### src/rtl/mem_port_arbiter_pkg.sv
// mem_port_arbiter_pkg: state/grant encodings and counter sizing shared by mem_port_arbiter and its grant unit
package mem_port_arbiter_pkg;
   typedef enum logic [1:0] {IDLE, BUS, BACKOFF, RESP} state_t;
   typedef enum logic {GNT_A, GNT_B} gnt_t;
   localparam int RETRY_MAX_DEF = 7;
   localparam int STARVE_LIMIT_DEF = 4;
   localparam int TIMEOUT_CYCLES_DEF = 255;
   function automatic int cnt_w(input int n);
      return n < 2 ? 1 : $clog2(n + 1);
   endfunction
   localparam int RETRY_W = cnt_w(RETRY_MAX_DEF);
   localparam int STARVE_W = cnt_w(STARVE_LIMIT_DEF);
   localparam int TIMEOUT_W = cnt_w(TIMEOUT_CYCLES_DEF);
endpackage

### src/rtl/mem_port_arbiter_grant.sv
// mem_port_arbiter_grant: fixed priority to B with a starvation counter that forces A after STARVE_LIMIT B wins
module mem_port_arbiter_grant
   import mem_port_arbiter_pkg::*;
#(
   parameter int STARVE_LIMIT = STARVE_LIMIT_DEF
) (
   input  logic clk,
   input  logic rst,
   input  logic a_valid,
   input  logic b_valid,
   input  logic take,
   output gnt_t gnt
);
   localparam int SW = cnt_w(STARVE_LIMIT);
   logic [SW-1:0] starve_cnt;
   logic a_forced;
   assign a_forced = a_valid && starve_cnt == SW'(STARVE_LIMIT);
   assign gnt = (a_forced || !b_valid) ? GNT_A : GNT_B;
   always_ff @(posedge clk)
      if (rst)
         starve_cnt <= '0;
      else if (take && (a_valid || b_valid))
         starve_cnt <= gnt == GNT_A ? '0 :
                       (a_valid && starve_cnt != SW'(STARVE_LIMIT)) ? starve_cnt + 1'b1 : starve_cnt;
endmodule

### src/rtl/mem_port_arbiter.sv
// mem_port_arbiter: shares one Wishbone classic master between fetch port A and data port B
// Define MEM_PORT_ARBITER_TIMEOUT_EN to add a watchdog that errors out a BUS phase after TIMEOUT_CYCLES.
module mem_port_arbiter
   import mem_port_arbiter_pkg::*;
#(
   parameter int DATA_WIDTH = 128,
   parameter int RETRY_MAX = RETRY_MAX_DEF,
   parameter int STARVE_LIMIT = STARVE_LIMIT_DEF,
   parameter int TIMEOUT_CYCLES = TIMEOUT_CYCLES_DEF,
   localparam int SEL_WIDTH = DATA_WIDTH / 8
) (
   input  logic                  clk,
   input  logic                  rst,
   input  logic                  a_valid,
   input  logic [31:0]           a_addr,
   output logic                  a_ready,
   output logic [DATA_WIDTH-1:0] a_rdata,
   output logic                  a_err,
   input  logic                  b_valid,
   input  logic [31:0]           b_addr,
   input  logic [DATA_WIDTH-1:0] b_wdata,
   input  logic [SEL_WIDTH-1:0]  b_sel,
   input  logic                  b_we,
   output logic                  b_ready,
   output logic [DATA_WIDTH-1:0] b_rdata,
   output logic                  b_err,
   output logic [31:0]           wb_adr_o,
   output logic [DATA_WIDTH-1:0] wb_dat_o,
   input  logic [DATA_WIDTH-1:0] wb_dat_i,
   output logic                  wb_we_o,
   output logic [SEL_WIDTH-1:0]  wb_sel_o,
   output logic                  wb_stb_o,
   output logic                  wb_cyc_o,
   input  logic                  wb_ack_i,
   input  logic                  wb_err_i,
   input  logic                  wb_rty_i
);
   localparam int RW = cnt_w(RETRY_MAX);
   state_t state;
   gnt_t gnt, owner;
   logic [RW-1:0] retry_cnt;
   logic timeout, done, fail, rd_ok;
   mem_port_arbiter_grant #(.STARVE_LIMIT(STARVE_LIMIT)) u_grant (
      .clk(clk),
      .rst(rst),
      .a_valid(a_valid),
      .b_valid(b_valid),
      .take(state == IDLE),
      .gnt(gnt)
   );
`ifdef MEM_PORT_ARBITER_TIMEOUT_EN
   localparam int TW = cnt_w(TIMEOUT_CYCLES);
   logic [TW-1:0] wd_cnt;
   always_ff @(posedge clk)
      wd_cnt <= (rst || state != BUS) ? '0 : wd_cnt + 1'b1;
   assign timeout = state == BUS && wd_cnt == TW'(TIMEOUT_CYCLES - 1);
`else
   assign timeout = 1'b0;
`endif
   // err outranks ack; exhausted retries and watchdog expiry also complete as errors
   assign done = wb_err_i || wb_ack_i || timeout || (wb_rty_i && retry_cnt == RW'(RETRY_MAX));
   assign fail = wb_err_i || !wb_ack_i;
   assign rd_ok = !fail && !wb_we_o;
   always_ff @(posedge clk)
      if (rst) begin
         state <= IDLE;
         owner <= GNT_A;
         retry_cnt <= '0;
         wb_adr_o <= '0;
         wb_dat_o <= '0;
         wb_we_o <= 1'b0;
         wb_sel_o <= '0;
         wb_stb_o <= 1'b0;
         wb_cyc_o <= 1'b0;
         a_ready <= 1'b0;
         a_err <= 1'b0;
         a_rdata <= '0;
         b_ready <= 1'b0;
         b_err <= 1'b0;
         b_rdata <= '0;
      end else
         case (state)
            IDLE:
               if (a_valid || b_valid) begin
                  owner <= gnt;
                  wb_adr_o <= gnt == GNT_A ? a_addr : b_addr;
                  wb_dat_o <= gnt == GNT_A ? '0 : b_wdata;
                  wb_we_o <= gnt == GNT_B && b_we;
                  wb_sel_o <= gnt == GNT_A ? '1 : b_sel;
                  wb_stb_o <= 1'b1;
                  wb_cyc_o <= 1'b1;
                  retry_cnt <= '0;
                  state <= BUS;
               end
            BUS:
               if (done) begin
                  wb_stb_o <= 1'b0;
                  wb_cyc_o <= 1'b0;
                  a_ready <= owner == GNT_A;
                  b_ready <= owner == GNT_B;
                  a_err <= owner == GNT_A && fail;
                  b_err <= owner == GNT_B && fail;
                  a_rdata <= (owner == GNT_A && rd_ok) ? wb_dat_i : '0;
                  b_rdata <= (owner == GNT_B && rd_ok) ? wb_dat_i : '0;
                  state <= RESP;
               end else if (wb_rty_i) begin
                  wb_stb_o <= 1'b0;
                  wb_cyc_o <= 1'b0;
                  retry_cnt <= retry_cnt + 1'b1;
                  state <= BACKOFF;
               end
            BACKOFF: begin
               wb_stb_o <= 1'b1;
               wb_cyc_o <= 1'b1;
               state <= BUS;
            end
            RESP: begin
               a_ready <= 1'b0;
               a_err <= 1'b0;
               a_rdata <= '0;
               b_ready <= 1'b0;
               b_err <= 1'b0;
               b_rdata <= '0;
               state <= IDLE;
            end
         endcase
endmodule

### config.mk
export PLATFORM = sky130hd
export DESIGN_NAME = mem_port_arbiter
export DESIGN_NICKNAME = d
export VERILOG_FILES = /design/src/rtl/mem_port_arbiter_pkg.sv /design/src/rtl/mem_port_arbiter_grant.sv /design/src/rtl/mem_port_arbiter.sv
export SDC_FILE = /design/constraint.sdc
export NUM_CORES = 1
export LEC_CHECK = 0
export CAP_MARGIN = 20
export CORE_AREA = 5 5 305 307
export CTS_CLUSTER_SIZE = 30
export DETAILED_ROUTE_END_ITERATION = 7
export DIE_AREA = 0 0 310 312
export MAX_ROUTING_LAYER = met4
export PLACE_DENSITY = 0.44
export SLEW_MARGIN = 20
export SYNTH_ARGS = -nofsm -noshare
export SYNTH_HDL_FRONTEND = slang
export SYNTH_HIERARCHICAL = 1
export SYNTH_SLANG_ARGS = --single-unit
### constraint.sdc
create_clock -name clk -period 6.3 [get_ports clk]
set_clock_uncertainty 0.15 [all_clocks]
set_input_delay 1.89 -clock clk [delete_from_list [all_inputs] [get_ports clk]]
set_output_delay 1.89 -clock clk [all_outputs]
set_load 0.03 [all_outputs]
==> qor.yml <==
synthesis:
  synth.distinct_cells: 44
  syn-cell-area_mm2: 0.01988
  yosys_warnings: 6
  yosysSeqAreaShare: 0.4502
  syn-instance-count: 2074
  syn-num-nets: 2422
  avgSynthCellArea_um2: 9.584
  ys_ff_latch: 447
  synth_area_leaders: "dfxtp_1 45%, mux2i_1 15%, nand2b_1 8.2%, nand4_1 8.1%, nand4b_1 5.6%"
  yosys.area.top_type: "dfxtp_1"
  yosysTopAreaCellShare: 0.4502
critical_path:
  slowest_stage: "clkdlybuf4s50_1"
  critPathTopFamily: "buffers and inverters"
  cp_cell_sequence: "clkdlybuf4s50_1"
  criticalPathCategory: "reg -> out"
  worst-path-buf-inv: 1
  slowest_delay_ns: 0.91
  start_kind: "flop"
  cp.arrival_ns: 1.85
  crit_fanout: 2
  worstSetupEndpointType: "output port"
  crit_required_ns: 4.26
sta:
  hold_viol_final: 0
  fin_tns_setup_ns: 0
  fin_crit_sh: 0.6180
  tightest_slew_ns: 1.071
  maxClockFrequency_mhz: 256.9
  maxSlewViolCount: 0
  rsz0062_at_grt: "false"
  timing.final.crit_period_ns: 3.893
  finalSetupViolations: 0
  hold_ws_ns: 0.3210
  max-slew-margin-rel: 0.2857
finish:
  final_nets: 3027
  fin_util: 0.3362
  synthToLayoutAreaGrowth_pct: 51.78
  layout-drive-gt1-share: 0.04886
floorplan:
  die_h_um: 312
  rows: 110
  coreArea_mm2: 0.08974
  start_util: 0.2215
  dieArea_mm2: 0.09672
  ios: 783
  die_w_um: 310
clock_tree:
  cts_max_level: 2
  clock_sinks: 447
  clk_pin_slew_ns: 0.06
  cts_tree: "yes"
  clk_latency_ns: 0.61
  post_cts_buffers: 0
  cts.hold.buffers_added: 0
  cts_resized: 0
  numCtsBuffers: 56
  clockRootBuffer: "clkbuf_16"
  clockBufferDepth: 3
status:
  status: "finished, final reports clean"
run:
  maxCapViolCount: 0
drt:
  vias: 18930
  first_pass_iters: 5
  routed_wl_um: 90760
  drc: 0
  drt_iter0_drc: 1135
  final_antenna_net_count: 0
  viasPerCell: 4.830
  wl_per_cell_um: 23.15
pwr:
  ir_worst_vdd_mv: 0.1493
  p_switching_mw: 2.194
  netSwitchingFraction: 0.2872
  pwr-share-clk: 0.419
  power_density_mw_per_mm2: 253.1
  intPower_mw: 5.443
  seqPwrFrac: 0.395
  power_leakage_nw: 10.92
  combPwrFrac: 0.186
grt:
  grt_pass1_wl_um: 131300
  antenna_found_initial: 22
  grt_pass1_vias: 19480
  grt-ovfl-total: 0
  grt_max_degree: 204
  track_usage: 0.1800
placed_design:
  gp_congestion: 0.8669
  hpwl_um: 62800
  portBuffers: 782
min_path:
  hold_path_class: "reg -> reg"
==> placed cells by master (no fill, tap or decap), types with 17 or more instances in the layout <==
cell type	n
dfxtp_1	446
a21oi_1	181
mux2i_1	290
o21ai_0	132
diode_2	22
nand4_1	257
clkdlybuf4s50_1	781
nand4b_1	128
a211oi_1	32
inv_1	25
clkbuf_16	57
buf_4	17
nand2b_1	261
==> state kept, by name (all words and copies together) (netlist names), 2 cells and up <==
signal,count
state,2
wb_dat_o,128
a_rdata,128
b_rdata,128
wb_adr_o,32
retry_cnt,3
u_grant/starve_cnt,3
wb_sel_o,16
==> power groups by stage <==
stage,Combinational [mW],Clock [mW],Sequential (mW)
3_5_place_dp,1.44,0,3.07
5_1_grt,1.50,3.45,3.03
3_3_place_gp,1.43,0,3.07
2_1_floorplan,0.605,0,3.26
6_report,1.42,3.20,3.01
4_1_cts,1.44,3.34,3.01
==> metrics by stage <==
stage                     std cells  area (um2)  setup slack [ns]  total power, mW
after CTS                      3898       30110             2.303            7.791
after floorplan                2074       19880             2.938            3.865
after global routing           3920       30170             2.279            7.978
final                          3920       30170             2.407            7.637
after detailed placement       3797       28300             1.804            4.509
after global placement         3797       28300             1.878            4.498
==> worst paths after layout <==
kind	startpoint	to	slack, ns	cells past startpoint
setup / recovery	b_ready	b_ready	2.41	1
hold / removal	wb_dat_o[4]	wb_dat_o[4]	0.32	2
setup reg to reg	state[0]	wb_dat_o[1]	3.16	5
hold reg to reg	wb_dat_o[4]	wb_dat_o[4]	0.32	2
==> layout make-up <==
class	instances	area (um2)
antenna	22	55.05
clock buffer	86	1675
clock inverter	15	138.9
fill	9135	59570
inverter	26	102.6
multi-input combinational	1341	9653
sequential	447	8952
tap	1176	1471
timing repair buffer	807	8120
==> synth_stat cells, drive strengths merged <==
cell,number
a311oi,16
clkbuf,162
nor3,1
nand3,2
buf,98
nand2b,261
nor3b,1
nor2b,1
mux2i,290
a221oi,2
a31oi,1
a211oi,32
a22oi,3
nand4,257
nor2,3
o21ai,133
and3,1
o32ai,4
nand4b,128
nor4b,2
or2,2
a21oi,182
dfxtp,447
o21a,1
nand3b,3
and3b,1
o22ai,1
nand2,5
ha,4
a211o,2
inv,26
a221o,1
nor4,1
==> per-layer routing <==
metal  global-route usage  wire (um)
met2               0.3056      44110
met3              0.06894       8875
met4              0.04652       2632
met1               0.1990      35140
met5                    -          0
==> cells by family after synthesis <==
kind of cell	share of synthesized area
DFF	0.4502
buffers and inverters	0.06710
muxes	0.1460
AOI/OAI and AO/OA	0.1075
and+or+nand+nor	0.2266
adders and majority gates	0.002518
No activity file was read; power rests on OpenSTA's default activity.
